[src/rtl/lm07_poll_scheduler.sv]
// LM07 3-wire SPI read sequencer: poll timer / on-demand trigger, CS/SCK generation,
// frame capture and latch of the last complete reading.
module lm07_poll_scheduler #(
  parameter int unsigned SCK_DIV     = 2,
  parameter int unsigned CS_SETUP    = 2,
  parameter int unsigned NBITS       = 16,
  parameter int unsigned POLL_PERIOD = 1000
) (
  input  logic             SYSCLK,
  input  logic             RST,
  input  logic             EN,
  input  logic             REQ,
  input  logic             SIO,
  output logic             CS,
  output logic             SCK,
  output logic             BUSY,
  output logic [NBITS-1:0] RAW,
  output logic [7:0]       DATA_OUT,
  output logic             VALID,
  output logic             OVERRUN
);

  localparam int unsigned BW = $clog2(NBITS + 1);
  localparam int unsigned DW = $clog2(SCK_DIV + 1);
  localparam int unsigned SW = $clog2(CS_SETUP + 1);
  localparam int unsigned PW = $clog2(POLL_PERIOD);

  typedef enum logic [2:0] {
    IDLE  = 3'd0,
    SETUP = 3'd1,
    SHIFT = 3'd2,
    HOLD  = 3'd3,
    DONE  = 3'd4
  } state_e;

  state_e             state_q, state_d;
  logic [PW-1:0]      poll_q, poll_d;
  logic [SW-1:0]      setup_cnt_q, setup_cnt_d;
  logic [DW-1:0]      div_q, div_d;
  logic [BW-1:0]      bit_q, bit_d;
  logic               phase_q, phase_d;
  logic [NBITS-1:0]   shift_q, shift_d;
  logic               pending_q, pending_d;
  logic               overrun_q, overrun_d;
  logic               cs_q, cs_d;
  logic               sck_q, sck_d;
  logic               busy_q, busy_d;
  logic               valid_q, valid_d;
  logic [NBITS-1:0]   raw_q, raw_d;
  logic [7:0]         data_q, data_d;
  logic               tick_c;
  logic               trig_c;

  // Free-running poll timer, parked at zero while polling is disabled.
  always_comb begin
    tick_c = EN && (poll_q == PW'(POLL_PERIOD - 1));
    trig_c = tick_c || REQ;
    poll_d = poll_q + PW'(1);
    if (!EN || tick_c) begin
      poll_d = '0;
    end
  end

  always_comb begin
    state_d     = state_q;
    setup_cnt_d = setup_cnt_q;
    div_d       = div_q;
    bit_d       = bit_q;
    phase_d     = phase_q;
    shift_d     = shift_q;
    pending_d   = pending_q;
    overrun_d   = overrun_q;
    raw_d       = raw_q;
    data_d      = data_q;

    // A single trigger can wait behind the active frame; a second one is lost.
    if (state_q != IDLE && trig_c) begin
      if (pending_q) begin
        overrun_d = 1'b1;
      end
      pending_d = 1'b1;
    end

    case (state_q)
      IDLE: begin
        if (trig_c || pending_q) begin
          state_d     = SETUP;
          setup_cnt_d = '0;
          pending_d   = 1'b0;
        end
      end
      SETUP: begin
        if (setup_cnt_q == SW'(CS_SETUP - 1)) begin
          state_d = SHIFT;
          div_d   = '0;
          bit_d   = '0;
          phase_d = 1'b0;
        end else begin
          setup_cnt_d = setup_cnt_q + SW'(1);
        end
      end
      SHIFT: begin
        if (div_q == DW'(SCK_DIV - 1)) begin
          div_d   = '0;
          phase_d = !phase_q;
          // Low phase ending: this edge raises SCK, so capture SIO now.
          if (!phase_q) begin
            shift_d = {shift_q[NBITS-2:0], SIO};
          end else if (bit_q == BW'(NBITS - 1)) begin
            state_d     = HOLD;
            setup_cnt_d = '0;
          end else begin
            bit_d = bit_q + BW'(1);
          end
        end else begin
          div_d = div_q + DW'(1);
        end
      end
      HOLD: begin
        if (setup_cnt_q == SW'(CS_SETUP - 1)) begin
          state_d = DONE;
          raw_d   = shift_q;
          data_d  = shift_q[NBITS-1 -: 8];
        end else begin
          setup_cnt_d = setup_cnt_q + SW'(1);
        end
      end
      DONE:    state_d = IDLE;
      default: state_d = IDLE;
    endcase
  end

  // Pin-level outputs are registered images of the next state.
  always_comb begin
    cs_d    = !(state_d == SETUP || state_d == SHIFT || state_d == HOLD);
    sck_d   = !(state_d == SHIFT && !phase_d);
    busy_d  = (state_d != IDLE);
    valid_d = (state_d == DONE);
  end

  always_ff @(posedge SYSCLK) begin
    if (RST) begin
      state_q     <= IDLE;
      poll_q      <= '0;
      setup_cnt_q <= '0;
      div_q       <= '0;
      bit_q       <= '0;
      phase_q     <= 1'b0;
      shift_q     <= '0;
      pending_q   <= 1'b0;
      overrun_q   <= 1'b0;
      cs_q        <= 1'b1;
      sck_q       <= 1'b1;
      busy_q      <= 1'b0;
      valid_q     <= 1'b0;
      raw_q       <= '0;
      data_q      <= '0;
    end else begin
      state_q     <= state_d;
      poll_q      <= poll_d;
      setup_cnt_q <= setup_cnt_d;
      div_q       <= div_d;
      bit_q       <= bit_d;
      phase_q     <= phase_d;
      shift_q     <= shift_d;
      pending_q   <= pending_d;
      overrun_q   <= overrun_d;
      cs_q        <= cs_d;
      sck_q       <= sck_d;
      busy_q      <= busy_d;
      valid_q     <= valid_d;
      raw_q       <= raw_d;
      data_q      <= data_d;
    end
  end

  assign CS       = cs_q;
  assign SCK      = sck_q;
  assign BUSY     = busy_q;
  assign RAW      = raw_q;
  assign DATA_OUT = data_q;
  assign VALID    = valid_q;
  assign OVERRUN  = overrun_q;

endmodule

[config.mk]
export PLATFORM = sky130hd
export DESIGN_NAME = lm07_poll_scheduler
export DESIGN_NICKNAME = d
export VERILOG_FILES = /design/src/rtl/lm07_poll_scheduler.sv
export SDC_FILE = /design/constraint.sdc
export NUM_CORES = 1
export LEC_CHECK = 0
export ABC_AREA = 1
export CORE_ASPECT_RATIO = 1.75
export CORE_MARGIN = 5
export CORE_UTILIZATION = 49
export DETAILED_ROUTE_END_ITERATION = 8
export PLACE_DENSITY = 0.75
export SYNTH_ARGS = -nofsm -noshare
export SYNTH_HDL_FRONTEND = slang
export SYNTH_SLANG_ARGS = --single-unit
[constraint.sdc]
create_clock -name SYSCLK -period 1.7 [get_ports SYSCLK]
set_clock_uncertainty 0.15 [all_clocks]
set_input_delay 0.17 -clock SYSCLK [delete_from_list [all_inputs] [get_ports SYSCLK]]
set_output_delay 0.17 -clock SYSCLK [all_outputs]
set_load 0.05 [all_outputs]
==> metrics.yaml <==
route:
  post_drt_wl_per_cell_um: 12.4
  drc: 0
  vias: 2000
  viasPerCell: 5.14
  drt-total-wl_um: 4830
  postRouteAntennaNets: 0
  dr.pass1.iters: 4
  drtIter0Drc: 55
synthesis:
  synth-compound-area-share: 0.174
  synthMuxAreaShare: 0
  synth_fa_ha_area_frac: 0.0248
  yosys_most_used_dff: "dfxtp_1"
  ys_seq_area_frac: 0.485
  synth_area_um2: 2520
  synth.ff_latch_count: 61
  synth_warnings: 0
  synthCells: 295
  synth-edff-count: 0
  synth_top_family_by_area: "simple AND/OR/NAND/NOR gates"
  synth_cell_types: 38
  syn_area_per_cell_um2: 8.54
  async_reset_ff_frac: 0
  syn_nets: 305
  synthXorXnorAreaFrac: 0.0104
  yosys.area_share.simple: 0.193
worst_hold_path:
  whs_path_depth: 1
  hold_start: "poll_q[0]"
  hold_path_class: "reg2reg"
  whs_endpoint: "poll_q[0]"
power_and_ir_drop:
  ir_worst_vdd_mv: 0.812
  powerDensity_nw_per_um2: 985
  cellLeakagePower_nw: 1.20
worst_setup_path:
  r2r_slack_ps: 10
  r2r-end: "bit_q[3]"
  cp.required_ps: 1830
  crit_type: "reg2reg"
  end_kind: "register"
  r2r-start: "bit_q[0]"
  max_stage_delay_ps: 340
  crit_arrival_ps: 1820
  critical-path-slowest-cell: "dfxtp_2"
  path_max_fanout: 5
  startpoint_type: "register"
  crit_chain: "ha_4, nand2_1, nor2_1, ha_2, nand3b_1, o21ai_4, inv_2, o21ai_1, nand2_1, nor2_1"
  reg2reg_depth: 10
global_routing:
  grt_max_degree: 42
  grt_antenna_before_repair: 0
  grt_pass1_vias: 1972
  grt_usage: 0.161
  grt_pass1_wl_um: 8500
  overflow: 0
final_layout:
  layout_common_cells: "dfxtp_1, buf_4, inv_1"
  fin_nets: 340
  drive_above_1_share: 0.275
  diodes: 0
  areaGrowthSynthToFinish_pct: 19.6
  stdcell_count: 389
  final_common_cell: "dfxtp_1"
timing:
  layout_min_cycle_time_ps: 1690
  hold_viol_final: 0
  worst_pin_slew_ps: 298
  min_period_over_period: 0.992
  finalSetupViolCount: 0
  drv_slew: 0
  max-slew-margin-rel: 0.801
  worst_slack_ps: 12.9
  finalSetupTns_ps: 0
  fmax_mhz: 593
  rsz0062_at_grt: "yes"
clocking:
  cts-htree-levels: 3
  clk_pin_slew_ps: 70
  cts.sinks: 61
  cts_tree: "built"
  cts_root_buf: "clkbuf_8"
  cts_inserted_buffers: 9
  worst_skew_pair.late_latency_ps: 340
  clock_path_buffers: 2
die:
  dieArea_um2: 6730
  initial_utilization: 0.506
  dieHeight_um: 105
  die_x_um: 64.2
  rows: 34
  coreArea_um2: 4980
  pin_count: 34
outcome:
  status: "complete, no violations"
place:
  gp_congestion: 0.764
  placed_cells: 372
  place_hpwl_um: 3430
  io_buffers: 33
  place_ws_ps: -50.7
job:
  maxCapViolations: 0
-- state kept, by name, indices dropped and copies added (netlist names) --
register / cells
CS: 1
SCK: 1
poll_q: 10
pending_q: 1
bit_q: 5
shift_q: 16
state_q: 3
phase_q: 1
VALID: 1
div_q: 2
setup_cnt_q: 2
BUSY: 1
OVERRUN: 1
RAW: 16
-- what timing repair did --
action | 4_1_cts | 5_1_grt
pin swaps | 7 | 5
endpoints found under the setup margin | 5 | 21
setup buffers | 0 | 1
hold endpoints to repair | 0 | 0
gates resized for setup | 5 | 5
hold buffers | 0 | 0
-- metrics by stage --
stage                     utilization  cell area [um2]  power [mW]  hold WS [ps]
final                           0.605             3010        2.97           302
after floorplan                     -             2520        1.80           210
after CTS                       0.600             2990        2.99           310
after detailed placement        0.563             2800        1.90           295
after global routing            0.605             3010        3.10           321
after global placement          0.563             2800        1.89           280
-- cell usage after synthesis (2+ instances only) --
cell / number / area share
o21ai_1: 12 / 0.024
o21ai_0: 17 / 0.034
nand4_1: 3 / 0.0074
nand3_1: 23 / 0.046
inv_1: 35 / 0.052
a31oi_1: 2 / 0.0050
nand2_2: 2 / 0.0050
inv_2: 6 / 0.0089
buf_6: 2 / 0.0089
or2_2: 2 / 0.0050
a21oi_1: 25 / 0.050
ha_1: 5 / 0.025
clkbuf_1: 5 / 0.0074
buf_4: 9 / 0.027
dfxtp_1: 61 / 0.48
nor2_1: 26 / 0.039
nand2_1: 20 / 0.030
o21bai_1: 2 / 0.0060
nor3_1: 6 / 0.012
xor2_1: 3 / 0.010
o21ai_2: 10 / 0.035
nor2_2: 3 / 0.0074
-- where the power goes --
group          internal, mW  switching [mW]  leakage [nW]  total [mW]
Sequential             1.48          0.0385         0.494        1.52
Clock                 0.522           0.566        0.0743        1.09
Combinational         0.144           0.221         0.631       0.365
Total                  2.14           0.825          1.20        2.97
-- per-layer routing --
metal	up-vias	global-route usage	wire (um)
li1	1034	-	-
met1	919	0.168	1950
met2	38	0.271	2560
met3	9	0.0548	196
met4	0	0.0961	121
met5	-	0	0
-- worst max path at each step --
stage,slack [ps],to,startpoint,depth (start not counted)
floorplan,30,bit_q[3],bit_q[0],11
global placement,-2,bit_q[3],bit_q[0],11
detailed placement,-50,bit_q[3],bit_q[0],11
CTS,-40,bit_q[3],bit_q[0],11
global route,-90,bit_q[3],bit_q[0],11
finish,10,bit_q[3],bit_q[0],10
-- layout make-up --
class | count | area [um2]
Clock buffer | 10 | 128
Clock inverter | 6 | 40.0
Fill cell | 440 | 1960
Inverter | 42 | 158
Multi-Input combinational cell | 174 | 1050
Sequential cell | 61 | 1220
Tap cell | 54 | 67.6
Timing Repair Buffer | 42 | 350
-- worst max-delay path, delay by kind of cell, from the launching register on --
kind	cells	cell delay, ps
flip-flops	1	340
AO/OA/AOI/OAI	2	330
adder cells (fa/ha/maj)	2	310
buffers and inverters	1	60
AND/OR/NAND/NOR	5	420
-- kinds of logic after synthesis --
group,after synthesis
simple gates,94
compound gates,72
flops,61
buf+inv,60
fa+ha+maj,5
xor+xnor,3
Note: power is estimated with default switching activity, not from simulation.
